**config.mk**
```make
export PLATFORM = sky130hd
export DESIGN_NAME = gru_seq_controller
export DESIGN_NICKNAME = d
export VERILOG_FILES = /design/src/rtl/gru_seq_controller.sv
export SDC_FILE = /design/constraint.sdc
export NUM_CORES = 1
export LEC_CHECK = 0
export ABC_AREA = 0
export CAP_MARGIN = 15
export CORE_MARGIN = 3
export CORE_UTILIZATION = 27
export DETAILED_ROUTE_END_ITERATION = 7
export GPL_TIMING_DRIVEN = 0
export HOLD_SLACK_MARGIN = 0.08
export PLACE_DENSITY = 0.46
export SYNTH_ARGS = -nofsm -noshare
export SYNTH_HDL_FRONTEND = slang
export SYNTH_SLANG_ARGS = --single-unit
```
**constraint.sdc**
```tcl
create_clock -name clk -period 4.7 [get_ports clk]
set_input_delay 0.47 -clock clk [delete_from_list [all_inputs] [get_ports clk]]
set_output_delay 0.47 -clock clk [all_outputs]
set_load 0.005 [all_outputs]
```
**src/rtl/gru_seq_controller.sv**
```systemverilog
// Sequencer between board serial/button/LED pins and the GRU datapath core.
// It loads SEQUENCE_LENGTH x INPUT_FEATURES words serially, steps the core once per timestep,
// and shifts the DATA_WIDTH-bit prediction out MSB-first.
// Ports: clk/rstn (sync, active-low); btn_start, serial_load_en, serial_clk_in and serial_data_in
//   are async and each passes through a 2-FF synchroniser.
//   core_x/core_h_clear/core_start/core_last/core_done/core_result form the core handshake.
//   serial_data_out/serial_clk_out/serial_valid carry the result; led_* are status outputs.
module gru_seq_controller #(
  parameter int DATA_WIDTH      = 32,
  parameter int INPUT_FEATURES  = 3,
  parameter int SEQUENCE_LENGTH = 3,
  parameter int TX_HALF         = 4,
  parameter int DONE_HOLD       = 16
) (
  input  logic                                 clk,
  input  logic                                 rstn,
  input  logic                                 btn_start,
  input  logic                                 serial_load_en,
  input  logic                                 serial_clk_in,
  input  logic                                 serial_data_in,
  output logic [INPUT_FEATURES*DATA_WIDTH-1:0] core_x,
  output logic                                 core_h_clear,
  output logic                                 core_start,
  output logic                                 core_last,
  input  logic                                 core_done,
  input  logic [DATA_WIDTH-1:0]                core_result,
  output logic                                 serial_data_out,
  output logic                                 serial_clk_out,
  output logic                                 serial_valid,
  output logic [3:0]                           led_state,
  output logic                                 led_ready,
  output logic                                 led_loading,
  output logic                                 led_done
);

  localparam int N   = SEQUENCE_LENGTH * INPUT_FEATURES;
  localparam int VW  = INPUT_FEATURES * DATA_WIDTH;
  localparam int CW  = $clog2(N + 1);
  localparam int TW  = (SEQUENCE_LENGTH > 1) ? $clog2(SEQUENCE_LENGTH) : 1;
  localparam int BW  = (DATA_WIDTH > 1) ? $clog2(DATA_WIDTH) : 1;
  localparam int HW  = (TX_HALF > 1) ? $clog2(TX_HALF) : 1;
  localparam int DCW = (DONE_HOLD > 1) ? $clog2(DONE_HOLD) : 1;

  localparam logic [CW-1:0]  N_WORDS   = CW'(N);
  localparam logic [TW-1:0]  T_LAST    = TW'(SEQUENCE_LENGTH - 1);
  localparam logic [BW-1:0]  BIT_LAST  = BW'(DATA_WIDTH - 1);
  localparam logic [HW-1:0]  HALF_LAST = HW'(TX_HALF - 1);
  localparam logic [DCW-1:0] HOLD_LAST = DCW'(DONE_HOLD - 1);

  typedef enum logic [3:0] {
    S_IDLE    = 4'd1,
    S_LOADING = 4'd2,
    S_READY   = 4'd3,
    S_CLEAR   = 4'd4,
    S_STEP    = 4'd5,
    S_WAIT    = 4'd6,
    S_TX      = 4'd7,
    S_DONE    = 4'd8
  } state_t;

  state_t state_q, state_d;

  // Synchronisers: bit [1] is the synced value, bit [2] its previous cycle for edge detection.
  logic [2:0] btn_sr, len_sr, sclk_sr;
  logic [1:0] sdat_sr;
  logic       btn_rise, load_en, sclk_rise, sdat;

  logic [CW-1:0]         word_cnt;
  logic [BW-1:0]         bit_cnt;
  logic [DATA_WIDTH-2:0] shreg;
  logic [N*DATA_WIDTH-1:0] buf_flat;
  logic [TW-1:0]         t_q;
  logic [DATA_WIDTH-1:0] result_q;
  logic [BW-1:0]         bit_idx;
  logic [HW-1:0]         tx_cnt;
  logic [DCW-1:0]        done_cnt;
  logic                  word_done;

  always_ff @(posedge clk) begin
    if (!rstn) begin
      btn_sr  <= '0;
      len_sr  <= '0;
      sclk_sr <= '0;
      sdat_sr <= '0;
    end else begin
      btn_sr  <= {btn_sr[1:0], btn_start};
      len_sr  <= {len_sr[1:0], serial_load_en};
      sclk_sr <= {sclk_sr[1:0], serial_clk_in};
      sdat_sr <= {sdat_sr[0], serial_data_in};
    end
  end

  assign btn_rise  = btn_sr[1] & ~btn_sr[2];
  assign load_en   = len_sr[1];
  assign sclk_rise = sclk_sr[1] & ~sclk_sr[2];
  // Data and strobe share the same synchroniser depth, so they stay aligned.
  assign sdat      = sdat_sr[1];
  assign word_done = (state_q == S_LOADING) && sclk_rise && (bit_cnt == BIT_LAST);

  always_ff @(posedge clk) begin
    if (!rstn) state_q <= S_IDLE;
    else       state_q <= state_d;
  end

  always_comb begin
    state_d = state_q;
    case (state_q)
      S_IDLE:    if (load_en) state_d = S_LOADING;
      S_LOADING: if (!load_en) state_d = (word_cnt == N_WORDS) ? S_READY : S_IDLE;
      S_READY: begin
        if (load_en)       state_d = S_LOADING;
        else if (btn_rise) state_d = S_CLEAR;
      end
      S_CLEAR:   state_d = S_STEP;
      S_STEP:    state_d = S_WAIT;
      S_WAIT:    if (core_done) state_d = (t_q == T_LAST) ? S_TX : S_STEP;
      S_TX:      if (tx_cnt == HALF_LAST && serial_clk_out && bit_idx == '0) state_d = S_DONE;
      S_DONE:    if (done_cnt == HOLD_LAST) state_d = S_IDLE;
      default:   state_d = S_IDLE;
    endcase
  end

  // Sequence buffer; word k lives at bits [k*DATA_WIDTH +: DATA_WIDTH]. Extra words find no slot.
  always_ff @(posedge clk) begin
    if (word_done) begin
      for (int w = 0; w < N; w++) begin
        if (word_cnt == CW'(w)) buf_flat[w*DATA_WIDTH +: DATA_WIDTH] <= {shreg, sdat};
      end
    end
  end

  always_ff @(posedge clk) begin
    if (!rstn) begin
      word_cnt        <= '0;
      bit_cnt         <= '0;
      shreg           <= '0;
      t_q             <= '0;
      core_x          <= '0;
      core_h_clear    <= 1'b0;
      core_start      <= 1'b0;
      core_last       <= 1'b0;
      result_q        <= '0;
      serial_data_out <= 1'b0;
      serial_clk_out  <= 1'b0;
      serial_valid    <= 1'b0;
      bit_idx         <= '0;
      tx_cnt          <= '0;
      done_cnt        <= '0;
      led_done        <= 1'b0;
    end else begin
      // Core pulses are registered, which puts core_start two cycles after core_done.
      core_h_clear <= (state_q == S_CLEAR);
      core_start   <= (state_q == S_STEP);
      core_last    <= (state_q == S_STEP) && (t_q == T_LAST);

      if (state_d == S_LOADING && state_q != S_LOADING) begin
        word_cnt <= '0;
        bit_cnt  <= '0;
        led_done <= 1'b0;
      end

      case (state_q)
        S_LOADING: begin
          if (sclk_rise) begin
            shreg   <= {shreg[DATA_WIDTH-3:0], sdat};
            bit_cnt <= (bit_cnt == BIT_LAST) ? '0 : bit_cnt + 1'b1;
            if (bit_cnt == BIT_LAST && word_cnt != N_WORDS) word_cnt <= word_cnt + 1'b1;
          end
        end
        S_CLEAR: t_q <= '0;
        S_STEP: begin
          for (int s = 0; s < SEQUENCE_LENGTH; s++) begin
            if (t_q == TW'(s)) core_x <= buf_flat[s*VW +: VW];
          end
        end
        S_WAIT: begin
          if (core_done) begin
            if (t_q != T_LAST) begin
              t_q <= t_q + 1'b1;
            end else begin
              result_q        <= core_result;
              serial_valid    <= 1'b1;
              serial_data_out <= core_result[DATA_WIDTH-1];
              serial_clk_out  <= 1'b0;
              tx_cnt          <= '0;
              bit_idx         <= BIT_LAST;
            end
          end
        end
        S_TX: begin
          if (tx_cnt == HALF_LAST) begin
            tx_cnt <= '0;
            if (!serial_clk_out) begin
              serial_clk_out <= 1'b1;
            end else begin
              // Data only moves on the high-to-low transition of the bit clock.
              serial_clk_out <= 1'b0;
              if (bit_idx == '0) begin
                serial_valid <= 1'b0;
                led_done     <= 1'b1;
                done_cnt     <= '0;
              end else begin
                bit_idx         <= bit_idx - 1'b1;
                serial_data_out <= result_q[bit_idx - 1'b1];
              end
            end
          end else begin
            tx_cnt <= tx_cnt + 1'b1;
          end
        end
        S_DONE: done_cnt <= done_cnt + 1'b1;
        default: begin
          serial_valid   <= 1'b0;
          serial_clk_out <= 1'b0;
        end
      endcase
    end
  end

  assign led_state   = state_q;
  assign led_ready   = (state_q == S_READY);
  assign led_loading = (state_q == S_LOADING);

endmodule
```
==> results of run 1 <==
-- tightest hold or removal path, cell delays in order --
cell             delay, ns
clkdlybuf4s50_1       0.39
nand2_1               0.06
a21oi_1               0.05
-- flip-flops by register name, summed over array words and instances (netlist names), 3 cells and up --
| name | flops |
|---|---|
| buf_flat | 288 |
| core_x | 96 |
| result_q | 32 |
| shreg | 31 |
| bit_cnt | 5 |
| bit_idx | 5 |
| done_cnt | 4 |
| led_state | 4 |
| word_cnt | 4 |
| btn_sr | 3 |
| sclk_sr | 3 |
-- per-layer routing --
layer	wire [microns]	global-route usage, %	up-vias
met5	0	0	-
met4	863	3.09	0
met2	23700	23.1	264
met1	23400	18.5	5954
met3	2390	2.88	61
li1	-	-	6049
-- area by class of cell --
| cell class | count | area (sq um) | share of cell area, % |
|---|---|---|---|
| Antenna cell | 2 | 5.00 | 0.0215 |
| Clock inverter | 30 | 248 | 1.06 |
| Inverter | 9 | 33.8 | 0.145 |
| Sequential cell | 490 | 12700 | 54.4 |
| Multi-Input combinational cell | 990 | 5480 | 23.5 |
| Buffer | 102 | 493 | 2.11 |
| Tap cell | 921 | 1150 | 4.94 |
| Clock buffer | 71 | 1500 | 6.42 |
| Timing Repair Buffer | 162 | 1720 | 7.39 |
-- per-stage QoR --
stage / setup WS (ns) / std cells / util, % / area [sq um] / power [uW]
6_report: 1.83 / 2777 / 34.4 / 23300 / 8800
5_1_grt: 1.67 / 2775 / 34.4 / 23300 / 9110
4_1_cts: 1.77 / 2775 / 34.4 / 23300 / 8910
3_5_place_dp: 1.76 / 2674 / 31.8 / 21600 / 4740
3_3_place_gp: -1.67 / 2659 / 31.4 / 21300 / 4740
2_1_floorplan: 0.569 / 1591 / - / 18700 / 4660
-- synth_stat cells, types with 5 or more instances --
| library cell | instances | share of area, % |
|---|---|---|
| buf_6 | 5 | 0.30 |
| edfxtp_1 | 288 | 46 |
| inv_1 | 8 | 0.16 |
| o21ai_0 | 9 | 0.24 |
| nor2b_1 | 9 | 0.30 |
| nand3_1 | 18 | 0.48 |
| buf_4 | 6 | 0.24 |
| nand3b_1 | 7 | 0.28 |
| ha_1 | 13 | 0.87 |
| dfxtp_1 | 202 | 22 |
| a21boi_0 | 6 | 0.24 |
| nand2b_1 | 6 | 0.20 |
| a21oi_1 | 270 | 7.2 |
| nor2_1 | 307 | 6.2 |
| mux4_1 | 7 | 0.98 |
| clkbuf_1 | 47 | 0.94 |
| buf_2 | 40 | 1.1 |
| and2_1 | 19 | 0.64 |
| mux2i_1 | 96 | 5.1 |
| nor3_1 | 10 | 0.27 |
| and3_1 | 7 | 0.23 |
| nand2_1 | 152 | 3.1 |
-- logic make-up (layout without fill, tap and decap cells) --
kind of cell    after synthesis  after routing  share of synthesized area, %
fa+ha+maj                    13             13                         0.871
compound gates              309            309                          8.72
other cells                   0              2                             0
mux                         107            107                          6.49
xor+xnor                      5              5                         0.275
simple gates                556            556                          12.9
buf+inv                     111            374                          2.82
flops                       490            490                          68.0
-- how the worst max path moves through the flow --
stage	start	endpoint	slack, ns	depth (start not counted)
2_1_floorplan	led_state[0]$_SDFF_PN1_	buf_flat[256]$_DFFE_PP_	0.57	6
3_3_place_gp	led_state[1]$_SDFF_PN0_	buf_flat[13]$_DFFE_PP_	-1.67	5
3_5_place_dp	led_state[1]$_SDFF_PN0_	buf_flat[14]$_DFFE_PP_	1.76	7
4_1_cts	led_state[1]$_SDFF_PN0_	buf_flat[21]$_DFFE_PP_	1.77	7
5_1_grt	led_state[1]$_SDFF_PN0_	buf_flat[21]$_DFFE_PP_	1.67	7
6_report	led_state[1]$_SDFF_PN0_	buf_flat[14]$_DFFE_PP_	1.83	7
-- power groups by stage --
stage	Sequential, uW	Clock [uW]	Combinational, uW
final	4510	4150	133
after global routing	4510	4450	147
after detailed placement	4600	0	135
after CTS	4510	4260	136
after global placement	4600	0	135
after floorplan	4600	0	53.8
==> flow_summary.ini, run 1 <==
[setup_path]
cpPeakStageDelay_ns = 0.60
crit_buf_inv = 3
r2r_setup_slack_ns = 1.83
rr_worst_depth = 7
critPathSlowestCell = nor3_2
required_ns = 5.01
r2r_end = buf_flat[14]$_DFFE_PP_
cp_max_fo = 10
crit_chain = nor4b_4, and3b_1, buf_4, nand3_1, nor3_2, buf_4, buf_6
critPathTopFamily = simple AND/OR/NAND/NOR gates
crit_arrival_ns = 3.18
start_kind = flip-flop
crit_path_end_kind = flip-flop
criticalPathCategory = reg -> reg
r2r-start = led_state[1]$_SDFF_PN0_
cp_common_cell = buf_4

[detailed_routing]
drc = 0
drt_iter0_markers = 881
wl_microns = 50300
first_pass_iters = 5
ant_nets = 0
routed_via_density = 4.44
routedWlPerCell_microns = 18.1
vias = 12300

[synth]
synth_ff_type = edfxtp_1
ys_types = 56
postSynth.asyncResetShare_pct = 0
syn-num-nets = 1643
synth_cells = 1591
synth_area_sq_um = 18700
ys_ff_latch = 490
synth_edf_count = 288
yosysWarnings = 0
syn_avg_cell_area_sq_um = 11.7
yosysSeqAreaShare_pct = 68.0

[power_and_ir_drop]
p_sw_uw = 1820
p_comb_share_pct = 1.5
p_seq_share_pct = 51.3
switching_share_pct = 20.7
power.internal_uw = 6970
clkPwrFrac_pct = 47.2
vdd_ir_drop_max_v = 0.000220
cellPowerDensity_nw_per_um2 = 377
p_leak_uw = 0.00781

[cells_and_area]
mostFrequentLayoutCells = 307 x nor2_1, 288 x edfxtp_1, 270 x a21oi_1, 202 x dfxtp_1, 152 x nand2_1
finalNetCount = 1861
fillers = 6725
area_growth_pct = 24.9
mostFrequentLayoutCell = nor2_1
drive_above_1_share_pct = 9.17

[clock_network]
post_cts_buffers = 0
root_buffer = clkbuf_16
clkTransAtPathRegs_ns = 0.06
clk_path_buf_depth = 3
cts_sinks = 490
cts_hold_buffers = 0
htreeDepth = 2
cts_buffers = 54
cts_resized = 0
clk_latency_ns = 0.61
cts_tree = built

[sta]
final.setup.tns_ns = 0
fin_hold_ws_ns = 0.429
fmax_mhz = 348
fin_crit_ns = 2.87
slew_viol_final = 0
worst_slew_pin_slew_ns = 1.17
fin_crit_sh_pct = 61.1
rsz0062_at_grt = false
skew_ns = 0.0245
setup_viol = 0
finalHoldViolations = 0
slew_headroom_pct = 21.7

[global_routing]
grt_overflow_total = 0
grt_antenna_before_repair = 1
grt_pass1_wl_microns = 75900
grt_pass1_vias = 12400
grt_max_degree = 33
grt_usage_pct = 13.8

[worst_hold_path]
hold_start = core_result[0]
hold_depth = 3
min_to = result_q[0]$_SDFFE_PN0P_
hold_class = in -> reg

[place]
hpwlAfterDp_microns = 35400
portBuffers = 147
place_congestion = 0.777

[status]
status = finished clean

[floorplanning]
die_area_sq_um = 72400
initial_core_util_pct = 27.5
pin_count = 148
rows = 95
die-height_microns = 269
coreArea_sq_um = 67900
die_width_microns = 269

[job]
drv_cap = 0
Note: power is estimated with default switching activity, not from simulation.
==> run 2, diff against run 1 <==
Clock period 4.7 ns to 2.81 ns, I/O delays scaled along.
==> flow_summary.ini, run 2 (synthesis gave the netlist of run 1 again) <==
[sta]
rsz0062_at_grt = false
fin_crit_sh_pct = 93.3
worst_slew_pin_slew_ns = 1.13
slew_headroom_pct = 25.0
final.setup.tns_ns = 0
fmax_mhz = 381
setup_viol = 0
fin_crit_ns = 2.62
finalHoldViolations = 0
skew_ns = 0.0168
slew_viol_final = 0

[power_and_ir_drop]
p_sw_uw = 2990
vdd_ir_drop_max_v = 0.000325
clkPwrFrac_pct = 46.5
p_leak_uw = 0.00778
switching_share_pct = 20.6
p_seq_share_pct = 51.9
power.internal_uw = 11500
p_comb_share_pct = 1.5
cellPowerDensity_nw_per_um2 = 624
total_power_uw = 14500

[clock_network]
cts_hold_buffers = 0
htreeDepth = 2
clk_path_buf_depth = 3
cts_sinks = 490
cts_buffers = 53
cts_tree = built
clkTransAtPathRegs_ns = 0.06
root_buffer = clkbuf_16
clk_latency_ns = 0.60

[setup_path]
r2r_setup_slack_ns = 0.19
required_ns = 3.10
cp_max_fo = 20
critPathTopFamily = simple AND/OR/NAND/NOR gates
crit_chain = buf_4, nor4b_4, and3b_1, buf_4, nand3_1, nor2b_4, buf_12
start_kind = flip-flop
criticalPathCategory = reg -> reg
crit_arrival_ns = 2.92
critPathSlowestCell = nor2b_4
r2r_end = buf_flat[149]$_DFFE_PP_
r2r-start = led_state[0]$_SDFF_PN1_
cp_common_cell = buf_4
crit_buf_inv = 3
crit_path_end_kind = flip-flop
rr_worst_depth = 7
cpPeakStageDelay_ns = 0.55

[cells_and_area]
reg_top3 = buf_flat: 288 flops, core_x: 96 flops, result_q: 32 flops
drive_above_1_share_pct = 8.98
finalNetCount = 1856
fin_area_sq_um = 23300
regMostFlops = buf_flat
antenna-diode-count = 0
fillers = 6743
area_growth_pct = 24.7
mostFrequentLayoutCell = nor2_1
mostFrequentLayoutCells = 307 x nor2_1, 288 x edfxtp_1, 270 x a21oi_1, 202 x dfxtp_1, 152 x nand2_1
largest_reg_flops = 288

[global_routing]
grt_overflow_total = 0
grt_antenna_before_repair = 1
grt_usage_pct = 13.8
grt_max_degree = 24
grt_pass1_wl_microns = 75800
grt_pass1_vias = 12300

[detailed_routing]
first_pass_iters = 5
vias = 12400
routedWlPerCell_microns = 18.1
wl_microns = 50100
met1_length_microns = 22900
routed_via_density = 4.47
drc = 0
wl_met2_microns = 23400
ant_nets = 0
drt_iter0_markers = 776
wl_met3_microns = 2860
topRoutingLayerUsed = met4

[floorplanning]
pin_count = 148
coreArea_sq_um = 67900
die-height_microns = 269
die_area_sq_um = 72400
rows = 95
initial_core_util_pct = 27.5
die_width_microns = 269

[place]
dpl_cell_area_sq_um = 21600
hpwlAfterDp_microns = 35100
portBuffers = 147
place_congestion = 0.765

[worst_hold_path]
hold_depth = 3
hold_start = core_result[18]
min_to = result_q[18]$_SDFFE_PN0P_
hold_class = in -> reg

[job]
drv_cap = 0

[status]
status = finished clean
==> run 2: power by group through the flow <==
| stage | clock [uW] | sequential, uW | combinational (uW) |
|---|---|---|---|
| 3_3_place_gp | 0 | 7700 | 222 |
| 3_5_place_dp | 0 | 7700 | 224 |
| 2_1_floorplan | 0 | 7700 | 90.0 |
| 6_report | 6760 | 7550 | 219 |
| 5_1_grt | 7260 | 7540 | 242 |
| 4_1_cts | 6970 | 7550 | 224 |
==> run 2: repair_timing <==
| action | in CTS | in global routing |
|---|---|---|
| setup buffers | 1 | 0 |
| resized for setup | 0 | 11 |
| pin swaps | 1 | 0 |
| cloned | 0 | 0 |
| setup endpoints to repair | 15 | 78 |
==> run 2: how the worst max path moves through the flow <==
| stage | cells past startpoint | to | start |
|---|---|---|---|
| CTS | 9 | core_x[88]$_SDFFE_PN0P_ | t_q[0]$_SDFFE_PN0P_ |
| detailed placement | 8 | buf_flat[269]$_DFFE_PP_ | led_state[0]$_SDFF_PN1_ |
| floorplan | 6 | buf_flat[256]$_DFFE_PP_ | led_state[0]$_SDFF_PN1_ |
| finish | 7 | buf_flat[149]$_DFFE_PP_ | led_state[0]$_SDFF_PN1_ |
| global placement | 5 | buf_flat[142]$_DFFE_PP_ | led_state[1]$_SDFF_PN0_ |
| global route | 6 | buf_flat[141]$_DFFE_PP_ | led_state[1]$_SDFF_PN0_ |
==> run 2: through the flow <==
stage	utilization, %	setup WS (ns)	hold WS (ns)	std cells
2_1_floorplan	-	0.130	0.408	1591
6_report	34.3	0.188	0.239	2769
5_1_grt	34.3	0.00337	0.230	2769
3_3_place_gp	31.4	-0.854	0.421	2659
3_5_place_dp	31.8	-0.173	0.423	2670
4_1_cts	34.3	0.0226	0.194	2770
==> run 2: worst reg2reg max path, delay by kind of cell (launching register included) <==
kind | cells | cell delay (ns)
buf+inv | 3 | 0.63
simple gates | 4 | 1.37
flops | 1 | 0.31
==> run 2: routing by layer <==
layer  GRT usage, %  up-vias
met1           18.4     6008
met5              0        -
met4           3.72        0
met2           22.9      275
met3           2.84       68
li1               -     6028
==> run 2: layout make-up <==
| type | instances | area (sq um) | share of cell area (%) |
|---|---|---|---|
| plain buffers | 101 | 495 | 2.13 |
| clock buffers | 78 | 1500 | 6.46 |
| clock inverters | 21 | 181 | 0.779 |
| inverters | 9 | 33.8 | 0.145 |
| multi-input cells | 990 | 5500 | 23.6 |
| flip-flops and latches | 490 | 12700 | 54.5 |
| well taps | 921 | 1150 | 4.95 |
| repair buffers | 159 | 1730 | 7.42 |
==> run 3, diff against run 2 <==
Settings changed: CORE_UTILIZATION 27 to 58, PLACE_DENSITY 0.46 to 0.82.
==> flow_summary.ini, run 3 (synthesis gave the netlist of run 1 again) <==
[status]
status = finished clean

[setup_path]
cp_max_fo = 32
r2r_end = buf_flat[218]$_DFFE_PP_
r2r-start = led_state[0]$_SDFF_PN1_
r2r_setup_slack_ns = 0.09
rr_worst_depth = 6
crit_arrival_ns = 2.89
criticalPathCategory = reg -> reg
crit_path_end_kind = flip-flop
required_ns = 2.98
start_kind = flip-flop

[sta]
worst_slew_pin_slew_ns = 1.13
skew_ns = 0.0301
rsz0062_at_grt = true
final.setup.tns_ns = 0
setup_viol = 0
fmax_mhz = 367
slew_headroom_pct = 24.7
finalHoldViolations = 0
fin_crit_ns = 2.72
slew_viol_final = 0
fin_crit_sh_pct = 96.9

[global_routing]
grt_overflow_total = 0
grt_usage_pct = 25.4
grt_pass1_vias = 13000
grt_max_degree = 33
grt_antenna_before_repair = 0
grt_pass1_wl_microns = 68100

[clock_network]
cts_buffers = 48
clk_path_buf_depth = 3
cts_hold_buffers = 0
clk_latency_ns = 0.57
htreeDepth = 2
clkTransAtPathRegs_ns = 0.06
cts_tree = built
root_buffer = clkbuf_16
cts_sinks = 490

[cells_and_area]
reg_top3 = buf_flat: 288 flops, core_x: 96 flops, result_q: 32 flops
drive_above_1_share_pct = 8.46
antenna-diode-count = 0
finalNetCount = 1846
regMostFlops = buf_flat
largest_reg_flops = 288
mostFrequentLayoutCell = nor2_1
mostFrequentLayoutCells = 307 x nor2_1, 288 x edfxtp_1, 270 x a21oi_1, 202 x dfxtp_1, 152 x nand2_1
fillers = 2012
fin_area_sq_um = 22400
area_growth_pct = 19.8

[power_and_ir_drop]
cellPowerDensity_nw_per_um2 = 627
p_leak_uw = 0.00765
vdd_ir_drop_max_v = 0.000490
total_power_uw = 14000

[floorplanning]
die_area_sq_um = 34400
initial_core_util_pct = 59.0
rows = 65
die-height_microns = 185
coreArea_sq_um = 31600
die_width_microns = 185
pin_count = 148

[detailed_routing]
drc = 0
routedWlPerCell_microns = 19.7
ant_nets = 0
vias = 13000
wl_microns = 44000
drt_iter0_markers = 1290
first_pass_iters = 6
routed_via_density = 5.80

[job]
drv_cap = 0

[place]
dpl_cell_area_sq_um = 20800
place_congestion = 0.828
hpwlAfterDp_microns = 28700
portBuffers = 147

[worst_hold_path]
min_to = result_q[22]$_SDFFE_PN0P_
hold_class = in -> reg
hold_depth = 3
hold_start = core_result[22]
-- run 3: cell count changes in the layout (fill, tap and decap cells not counted), moves of 3 or more --
cell | before | now
clkbuf_16 | 55 | 50
clkbuf_1 | 61 | 53
clkinv_1 | 6 | 10
clkbuf_2 | 4 | 1
-- run 3: per-stage QoR --
stage                     util [%]  cells  hold slack, ns  worst slack (ns)
after CTS                     70.7   2235           0.279            0.0847
final                         70.7   2235           0.286            0.0878
after detailed placement      65.8   2145           0.417            -0.276
after global routing          70.7   2235           0.294           -0.0142
after floorplan                  -   1591           0.408             0.130
after global placement        65.4   2140           0.417            -0.642
-- run 3: worst max-delay path by stage --
| stage | slack [ns] | end | cells after the start | start |
|---|---|---|---|---|
| 2_1_floorplan | 0.13 | buf_flat[256]$_DFFE_PP_ | 6 | led_state[0]$_SDFF_PN1_ |
| 3_3_place_gp | -0.64 | buf_flat[114]$_DFFE_PP_ | 7 | led_state[0]$_SDFF_PN1_ |
| 3_5_place_dp | -0.28 | buf_flat[274]$_DFFE_PP_ | 7 | led_state[0]$_SDFF_PN1_ |
| 4_1_cts | 0.08 | buf_flat[218]$_DFFE_PP_ | 6 | led_state[0]$_SDFF_PN1_ |
| 5_1_grt | -0.01 | buf_flat[223]$_DFFE_PP_ | 6 | led_state[0]$_SDFF_PN1_ |
| 6_report | 0.09 | buf_flat[218]$_DFFE_PP_ | 6 | led_state[0]$_SDFF_PN1_ |
-- run 3: critical path: stages (launching register included) --
cell and delay, ns:
dfxtp_1 0.31, buf_4 0.17, nor4b_4 0.40, and3b_1 0.22, buf_4 0.19, and2_1 0.20
and3_2 0.84
-- run 3: layer usage --
metal	global-route usage, %	part of all wire, %
met5	0	0
met4	11.1	4.1
met3	3.61	7.6
met2	43.5	49
met1	32.6	39
-- run 3: where the power goes --
part	total (uW)	internal (uW)	switching [uW]
Combinational	215	98.1	117
Sequential	7540	7530	11.9
Clock	6280	3600	2680
-- run 3: timing repair --
action	4_1_cts	5_1_grt
gates resized for setup	3	0
endpoints found under the setup margin	96	27
pin swaps	1	0
setup buffers	1	0
-- run 3: final cells by class --
| type | count | area, sq um | area share (%) |
|---|---|---|---|
| clock inverter | 29 | 235 | 1.05 |
| buffer | 102 | 493 | 2.20 |
| tap | 402 | 503 | 2.25 |
| sequential | 490 | 12700 | 56.7 |
| inverter | 9 | 33.8 | 0.151 |
| clock buffer | 60 | 1310 | 5.87 |
| timing repair buffer | 153 | 1610 | 7.19 |
| multi-input combinational | 990 | 5500 | 24.6 |
==> RTL edit: new RTL, config.mk and constraints of run 2 <==
Change the parameter `SEQUENCE_LENGTH` from 3 to 6.
--- a/src/rtl/gru_seq_controller.sv
+++ b/src/rtl/gru_seq_controller.sv
@@ -8,7 +8,7 @@
 module gru_seq_controller #(
   parameter int DATA_WIDTH      = 32,
   parameter int INPUT_FEATURES  = 3,
-  parameter int SEQUENCE_LENGTH = 3,
+  parameter int SEQUENCE_LENGTH = 6,
   parameter int TX_HALF         = 4,
   parameter int DONE_HOLD       = 16
 ) (
Check against the original RTL: no difference found for any inputs over 4 cycles, from zero or initial values and one cycle with rstn low; that may be too few to reach the edited logic, so the function may still have changed.
==> RTL edit against run 2 <==
Design area up 59%; clock power up 64%; sequential cell count up 290; setup slack worse by 0.075 ns; synthesized area up 58%; first-iteration DRC count up 110%; routed wire length up 80%; global-route usage up 1.9 points; combinational power up 11%; via count up 60%; count of clock-buffer cells in the layout up 46; total power up 62%; critical endpoint is now core_x[69]$_SDFFE_PN0P_.
==> RTL edit: results (changes against run 2) <==
[run_status]
status = finished clean  ; unchanged

[sta]
max_slew.worst_pin.slew_ns = 1.20  ; was 1.13 ns
fin_skew_ns = 0.0226  ; was 0.0168 ns

[grt]
grt_max_degree = 33  ; was 24
grt_usage = 0.157  ; was 0.138
met1_usage = 0.207  ; was 0.184
grt_antenna_before_repair = 6  ; was 1
grt_util_met2 = 0.262  ; was 0.229
grt_use_met3 = 0.0333  ; was 0.0284
grt_pass1_wl_um = 133000  ; was 75800 um
grt_pass1_vias = 20100  ; was 12300
grt.busiest_layer = met2  ; unchanged

[clock_tree]
cts_resized = 94  ; was 0
htree_levels = 3  ; was 2
cts_setup_buffers = 38  ; was 1
clk_latency_ns = 0.64  ; was 0.60 ns
cts_made_buffers = 87  ; was 53

[placed_design]
io_buffer_count = 145  ; was 147
pre_cts_ws_ns = -2.28  ; was -0.173 ns
dp_hpwl_um = 59900  ; was 35100 um
placed_cells = 3749  ; was 2670
place_congestion = 0.784  ; was 0.765
postPlaceCellArea_um2 = 33300  ; was 21600 um2

[layout]
nets = 2532  ; was 1856
drive_gt1_frac = 0.132  ; was 0.0898
reg_top3 = buf_flat: 576 flops, core_x: 96 flops, result_q: 32 flops  ; was buf_flat: 288 flops, core_x: 96 flops, result_q: 32 flops

[detailed_routing]
wire_per_inst_um = 22.8  ; was 18.1 um
wl_um = 90100  ; was 50100 um
first_iter_violations = 1592  ; was 776
met1_length_um = 38600  ; was 22900 um
wl_met2_um = 43400  ; was 23400 um
via_per_inst = 5.00  ; was 4.47
wl_met3_um = 6080  ; was 2860 um
top_layer_used = met5  ; was met4

[synth]
synthCells = 2183  ; was 1591
synth.distinct_cells = 67  ; was 56
synthTopCellsByArea = edfxtp_1, dfxtp_1, o211ai_1  ; was edfxtp_1, dfxtp_1, a21oi_1
yosys_warnings = 0  ; unchanged
synth_top_cells_by_count = edfxtp_1, nand2_1, dfxtp_1  ; was nor2_1, edfxtp_1, a21oi_1
synth_edf_count = 576  ; was 288
synth.yosys.seq_area_share = 0.724  ; was 0.680

[power]
peakVddDrop_mv = 0.441  ; was 0.325 mV
pwr-share-comb = 0.010  ; was 0.015
power_leakage_nw = 11.5  ; was 7.78 nW
power_mw = 23.5  ; was 14.5 mW
p_sw_frac = 0.203  ; was 0.206
p_clk_frac = 0.470  ; was 0.465

[critical_path]
crit_arrival_ns = 3.17  ; was 2.92 ns
cp_max_fo = 10  ; was 20

## RTL edit: cell types whose count changed after synthesis, moves of 98 or more
cell | before | now
nor2_1 | 307 | 30
a21oi_1 | 270 | 77
o211ai_1 | 1 | 196
nand2_1 | 152 | 345
edfxtp_1 | 288 | 576
or3_1 | 2 | 100
a311oi_1 | 0 | 98
## RTL edit: final cells by class
class	count	area, um2
Clock buffer	124	2430
Antenna cell	2	5.00
Fill cell	10500	70900
Buffer	166	856
Tap cell	1403	1760
Sequential cell	780	21400
Timing Repair Buffer	205	2320
Multi-Input combinational cell	1216	7730
Clock inverter	39	357
Inverter	21	78.8
## RTL edit: final timing paths
path	from	endpoint	slack, ns	cells past startpoint
setup / recovery	t_q[1]$_SDFFE_PN0P_	core_x[69]$_SDFFE_PN0P_	0.11	8
hold / removal	core_done	t_q[2]$_SDFFE_PN0P_	0.20	3
setup reg to reg	t_q[1]$_SDFFE_PN0P_	core_x[69]$_SDFFE_PN0P_	0.11	8
hold reg to reg	btn_sr[0]$_SDFF_PN0_	btn_sr[1]$_SDFF_PN0_	0.43	1
## RTL edit: critical path, cell delays in order, from the launching register on
cell and delay, ns:
dfxtp_1 0.39, inv_1 0.09, ha_1 0.32, inv_1 0.24
o21ai_0 0.15, a21oi_2 0.44, buf_2 0.43, buf_2 0.33
a311oi_1 0.13
## RTL edit: cell families (layout without fill, tap and decap cells)
kind of cell    count (synthesis)  count (layout)  share of synthesized area
flops                         780             780                      0.724
compound gates                616             616                      0.146
simple gates                  561             567                     0.0886
buf+inv                       193             555                     0.0259
fa+ha+maj                      16              16                    0.00678
mux                            12              12                    0.00728
xor+xnor                        5               5                    0.00174
other cells                     0               2                          0
